==> src/rtl/mcmdu.sv <==
// Iterative multiply/divide unit with hi/lo result registers.
// Multiplies use radix-2 Booth (signed) or shift-add (unsigned). Divides
// use restoring division on magnitudes, with the signs fixed up at the end.
// Each operation takes WIDTH iteration cycles plus one finish cycle.
// WIDTH must be even and at least 4. DIV_EN=0 removes the divide opcodes.
module mcmdu #(
    parameter int WIDTH  = 32,
    parameter int DIV_EN = 1
) (
    input  logic             clock,
    input  logic             reset,
    input  logic             start,
    input  logic [1:0]       op,
    input  logic [WIDTH-1:0] a,
    input  logic [WIDTH-1:0] b,
    input  logic             whi,
    input  logic             wlo,
    input  logic [WIDTH-1:0] wdata,
    output logic             busy,
    output logic             done,
    output logic [WIDTH-1:0] hi,
    output logic [WIDTH-1:0] lo,
    output logic             div0
);

    localparam int CW = $clog2(WIDTH) + 1;
    localparam int AW = WIDTH + 2;

    typedef enum logic [1:0] {
        IDLE = 2'd0,
        RUN  = 2'd1,
        FIN  = 2'd2
    } state_t;

    state_t            state_q;
    state_t            state_d;
    logic [CW-1:0]     count;

    logic [AW-1:0]     acc;
    logic [WIDTH-1:0]  shreg;
    logic              booth_bit;
    logic [AW-1:0]     operand;
    logic [1:0]        op_q;
    logic              neg_q;
    logic              neg_r;
    logic              div_zero;

    logic              accept;
    logic              is_div;
    logic              is_signed;
    logic              in_signed;
    logic [WIDTH-1:0]  a_mag;
    logic [WIDTH-1:0]  b_mag;

    logic [AW-1:0]     add_x;
    logic              add_sub;
    logic [AW-1:0]     sum;
    logic              use_sum;
    logic [AW-1:0]     mult_pick;
    logic [AW-1:0]     step_acc;
    logic [WIDTH-1:0]  step_shreg;

    logic [WIDTH-1:0]  res_hi;
    logic [WIDTH-1:0]  res_lo;

    assign is_div    = op_q[1];
    assign is_signed = ~op_q[0];
    assign in_signed = ~op[0];
    assign accept    = (state_q == IDLE) && start && ((DIV_EN != 0) || !op[1]);
    assign a_mag     = (in_signed && a[WIDTH-1]) ? -a : a;
    assign b_mag     = (in_signed && b[WIDTH-1]) ? -b : b;

    // Next-state decode and the busy flag, which covers RUN and FIN.
    always_comb begin
        state_d = state_q;
        busy    = 1'b0;
        case (state_q)
            IDLE: begin
                if (accept) begin
                    state_d = RUN;
                end
            end
            RUN: begin
                busy = 1'b1;
                if (count == CW'(WIDTH - 1)) begin
                    state_d = FIN;
                end
            end
            FIN: begin
                busy    = 1'b1;
                state_d = IDLE;
            end
            default: begin
                state_d = IDLE;
            end
        endcase
    end

    // State register and iteration counter; the counter only runs in RUN.
    always_ff @(posedge clock) begin
        if (reset) begin
            state_q <= IDLE;
            count   <= '0;
        end else begin
            state_q <= state_d;
            if (state_q == RUN) begin
                count <= count + CW'(1);
            end else begin
                count <= '0;
            end
        end
    end

    // Operand selection for the one shared adder/subtractor.
    always_comb begin
        add_x   = acc;
        add_sub = 1'b0;
        if (is_div) begin
            add_x   = {1'b0, acc[WIDTH-1:0], shreg[WIDTH-1]};
            add_sub = 1'b1;
        end else begin
            add_sub = is_signed && shreg[0] && !booth_bit;
        end
        sum = add_x + (add_sub ? ~operand : operand) + {{(AW-1){1'b0}}, add_sub};
    end

    // One iteration: Booth/shift-add step for multiply, restoring step for divide.
    always_comb begin
        step_acc   = acc;
        step_shreg = shreg;
        use_sum    = is_signed ? (shreg[0] ^ booth_bit) : shreg[0];
        mult_pick  = acc;
        if (is_div) begin
            if (!div_zero) begin
                step_acc   = sum[AW-1] ? add_x : sum;
                step_shreg = {shreg[WIDTH-2:0], ~sum[AW-1]};
            end
        end else begin
            mult_pick  = use_sum ? sum : acc;
            step_acc   = {mult_pick[AW-1], mult_pick[AW-1:1]};
            step_shreg = {mult_pick[0], shreg[WIDTH-1:1]};
        end
    end

    // Datapath registers: operands captured on acceptance, stepped during RUN.
    always_ff @(posedge clock) begin
        if (reset) begin
            acc       <= '0;
            shreg     <= '0;
            booth_bit <= 1'b0;
            operand   <= '0;
            op_q      <= 2'b00;
            neg_q     <= 1'b0;
            neg_r     <= 1'b0;
            div_zero  <= 1'b0;
        end else if (accept) begin
            acc       <= '0;
            booth_bit <= 1'b0;
            op_q      <= op;
            if (op[1]) begin
                shreg    <= (b == '0) ? a : a_mag;
                operand  <= {2'b00, b_mag};
                div_zero <= (b == '0);
                neg_q    <= in_signed && (a[WIDTH-1] ^ b[WIDTH-1]);
                neg_r    <= in_signed && a[WIDTH-1];
            end else begin
                shreg    <= b;
                operand  <= in_signed ? {{2{a[WIDTH-1]}}, a} : {2'b00, a};
                div_zero <= 1'b0;
                neg_q    <= 1'b0;
                neg_r    <= 1'b0;
            end
        end else if (state_q == RUN) begin
            acc       <= step_acc;
            shreg     <= step_shreg;
            booth_bit <= shreg[0];
        end
    end

    // Final result formatting, including sign fix-up and divide-by-zero values.
    always_comb begin
        res_hi = acc[WIDTH-1:0];
        res_lo = shreg;
        if (is_div) begin
            if (div_zero) begin
                res_hi = shreg;
                res_lo = '1;
            end else begin
                res_hi = neg_r ? -acc[WIDTH-1:0] : acc[WIDTH-1:0];
                res_lo = neg_q ? -shreg : shreg;
            end
        end
    end

    // hi/lo/div0 registers: results land in FIN, direct writes only when idle.
    always_ff @(posedge clock) begin
        if (reset) begin
            hi   <= '0;
            lo   <= '0;
            div0 <= 1'b0;
            done <= 1'b0;
        end else if (state_q == FIN) begin
            hi   <= res_hi;
            lo   <= res_lo;
            div0 <= is_div && div_zero;
            done <= 1'b1;
        end else begin
            done <= 1'b0;
            if (state_q == IDLE) begin
                if (whi) begin
                    hi <= wdata;
                end
                if (wlo) begin
                    lo <= wdata;
                end
            end
        end
    end

endmodule

==> config.mk <==
export PLATFORM = sky130hd
export DESIGN_NAME = mcmdu
export DESIGN_NICKNAME = d
export VERILOG_FILES = /design/src/rtl/mcmdu.sv
export SDC_FILE = /design/constraint.sdc
export NUM_CORES = 1
export LEC_CHECK = 0
export CAP_MARGIN = 10
export CORE_MARGIN = 10
export CORE_UTILIZATION = 40
export DETAILED_ROUTE_END_ITERATION = 7
export PLACE_DENSITY = 0.57
export SYNTH_ARGS = -nofsm -noshare
export SYNTH_HDL_FRONTEND = slang
export SYNTH_SLANG_ARGS = --single-unit
==> constraint.sdc <==
create_clock -name clock -period 6.7 [get_ports clock]
set_input_delay 1.34 -clock clock [delete_from_list [all_inputs] [get_ports clock]]
set_output_delay 1.34 -clock clock [all_outputs]
set_load 0.05 [all_outputs]
==> reports/results.txt <==
Reg2Reg Depth - 12
Design Power - 4.532 mW
Clock buffer depth - 2
WHS Path Cells - 1
Fillers - 3639
Synth cell types - 74
Critical path startpoint - op_q[1]$_SDFFE_PP0P_
Routability cong. - 0.9486
Overall Global Routing Usage - 26.53%
Pin count of the biggest net entering global routing - 78
Reg clk slew, reported paths - 0.08 ns
Number of port buffers - 169
Final worst slack - 1.760 ns
Post-Syn Nets - 2158
Routed Antenna Nets - 0
Drc violations - 0
YS warnings - 0
DIE WIDTH - 211.2 um
CTS Hold Bufs - 0
Final Skew - 0.009773 ns
Post-synth EDFFs - 0
NumNets Final - 2211
# Max-Cap Violations - 0
Max Fanout on Critical Path - 55
Global-route wire length before repair - 92150 um
P_int - 2.463 mW
Die H - 211.2 um
Area grow syn2layout - 17.14%
Initial DRC Count - 1389
Cell taking the most area after synthesis - dfxtp_1
Top Ports - 170
Setup Viol. Count Final - 0
Critical path class - reg2reg
Post-Synthesis Cells - 2014
DR vias - 15830
Critical path arrival - 5.29 ns
Seq/Total Area, Yosys - 24.51%
Share of the synthesized area in the top cell type - 24.51%
Max Fclk - 202.4 MHz
Slew headroom - 39.34%
Setup TNS - 0 ns
DRT Pass-1 Iters - 6
Share of cells above drive strength 1 - 5.721%
Peak VDD IR - 170.3 uV
Post-synthesis average cell area - 7.258 sq um
FF-to-FF End - acc[1]$_SDFFE_PP0P_
Final core utilization - 47.79%
Net switching fraction of the power - 45.66%
Worst hold endpoint - count[0]$_SDFF_PP0_
Non-filler cells, final - 2541
CTS Sinks - 179
Worst r2r src - op_q[1]$_SDFFE_PP0P_
Status - finished clean
Critical Path End Type - flop
Top post-synthesis cells by area - dfxtp_1 25%, a211oi_1 7.4%, o21ai_0 6.2%
Vias in the first global route - 15160
Final Max Slew Viols - 0
Diodes inserted - 0
Initial Util - 40.80%
Area of the core - 35830 sq um
Post-CTS setup buffer count - 0
Via density - 6.231
CTS Root Cell - clkbuf_16
Leakage - 6.166 nW
Clk pwr share - 22.6%
H-tree lvl count - 4
Wire length per cell - 24.03 um
Ys async rst share - 0%
Final period util - 73.73%
GRT overflow - 0
Hold path start - count[0]$_SDFF_PP0_
Pre-CTS setup slack - 1.832 ns
Most common cell in the synthesized netlist - nor2_1
TritonCTS clock tree - yes
Primary FF master, synth - dfxtp_1
Routed wire length - 61050 um
DP HPWL - 46960 um
CP required - 7.05 ns
Flop2flop setup slack - 1.76 ns
CTS Buf Count - 17
Most common library cells after synthesis - 230 x nor2_1, 180 x o21ai_0, 179 x dfxtp_1
Logic pwr share - 46.8%
Endpoints failing hold - 0
Final Critical Period - 4.940 ns
Power Dens Cells - 264.7 nW/um^2
# rows - 69
RSZ-0062 raised after global routing - false
Worst-Margin Slew - 0.9099 ns
Share of power burned in registers - 30.6%
Placed Cells - 2509
Die area - 44590 sq um
Hold Path Class - reg2reg
Antenna violations before repair - 1
Critical Path Source Type - flop
Synth Cell Area - 14620 sq um
NetSw - 2.069 mW
Post-CTS Resized - 0
Synthesized flop and latch total - 179
Worst-Skew Late Latency - 0.46 ns
[layout make-up]
type / count / area [sq um] / area share, %
sequential: 179 / 3587 / 20.95
clock inverter: 15 / 160.2 / 0.9353
multi-input combinational: 1609 / 10220 / 59.71
timing repair buffer: 202 / 1932 / 11.28
inverter: 58 / 217.7 / 1.271
tap: 461 / 576.8 / 3.369
clock buffer: 17 / 425.4 / 2.484
[worst max path at each step]
stage                            to  slack, ns  depth (start not counted)
6_report        acc[1]$_SDFFE_PP0P_       1.76                         12
5_1_grt         acc[5]$_SDFFE_PP0P_       1.35                         15
4_1_cts         acc[1]$_SDFFE_PP0P_       1.80                         14
3_5_place_dp   acc[24]$_SDFFE_PP0P_       1.83                         14
3_3_place_gp    acc[7]$_SDFFE_PP0P_       1.93                         15
2_1_floorplan  acc[24]$_SDFFE_PP0P_       2.00                         16
[cells by family after synthesis]
| kind of cell | synth area share, % |
|---|---|
| AO/OA/AOI/OAI | 30.25 |
| AND/OR/NAND/NOR | 20.93 |
| multiplexers | 5.624 |
| XOR/XNOR | 9.219 |
| flip-flops | 24.51 |
| buffers and inverters | 5.906 |
| adder cells (fa/ha/maj) | 3.561 |
[placed cells by master, fill, tap and decap left out, types with 9 or more instances in the layout]
cell	count
nor2_1	229
o21ai_0	180
dfxtp_1	178
a21oi_1	172
nand2_1	167
clkdlybuf4s50_1	167
a211oi_1	145
xnor2_1	97
and3_1	68
inv_1	57
mux2i_1	57
xor2_1	53
nand3_1	39
ha_1	39
buf_4	34
o31ai_1	29
a31oi_1	25
or3_1	24
nor3_1	23
mux2_2	21
o211ai_1	21
o22ai_1	17
clkbuf_16	17
nand2b_1	14
o221ai_1	14
a21o_1	13
nand4_1	12
a311oi_1	12
nor4_1	12
o41ai_1	11
nor4b_1	9
[worst max-delay path: stages (launching register included)]
cell and delay (ns):
dfxtp_4 0.76, buf_4 0.52, o21ai_0 0.32, ha_1 0.53, a21o_1 0.23, a21o_1 0.17, a21o_1 0.18, a211o_1 0.29
o221ai_1 0.13, nand2_2 0.25, xnor2_4 0.70, mux2_2 0.41, a221o_1 0.29
[registers in the layout, indices dropped and copies added (netlist names), 2 cells and up]
register	count
shreg	32
op_q	2
acc	34
hi	32
operand	33
count	6
state_q	2
lo	32
[stage by stage]
| stage | hold slack, ns | cell area (sq um) |
|---|---|---|
| after floorplan | 0.4130 | 14620 |
| after global placement | 0.4271 | 16540 |
| after detailed placement | 0.4356 | 16540 |
| after CTS | 0.4466 | 17120 |
| after global routing | 0.4707 | 17120 |
| final | 0.4411 | 17120 |
[per-layer routing]
metal	track usage, %	share of wire, %	vias up
met4	11.44	4.1	0
met3	4.896	6.9	122
met1	33.50	42	7577
li1	-	-	7467
met2	43.34	47	668
met5	0	0	-
[power by group through the flow]
stage | Sequential (mW) | Clock [mW] | Combinational [mW]
final | 1.39 | 1.02 | 2.12
after global routing | 1.40 | 1.09 | 2.28
after CTS | 1.38 | 1.04 | 2.11
after detailed placement | 1.40 | 0 | 2.10
after global placement | 1.40 | 0 | 2.10
after floorplan | 1.54 | 0 | 1.24
Note: power is estimated with default switching activity, not from simulation.
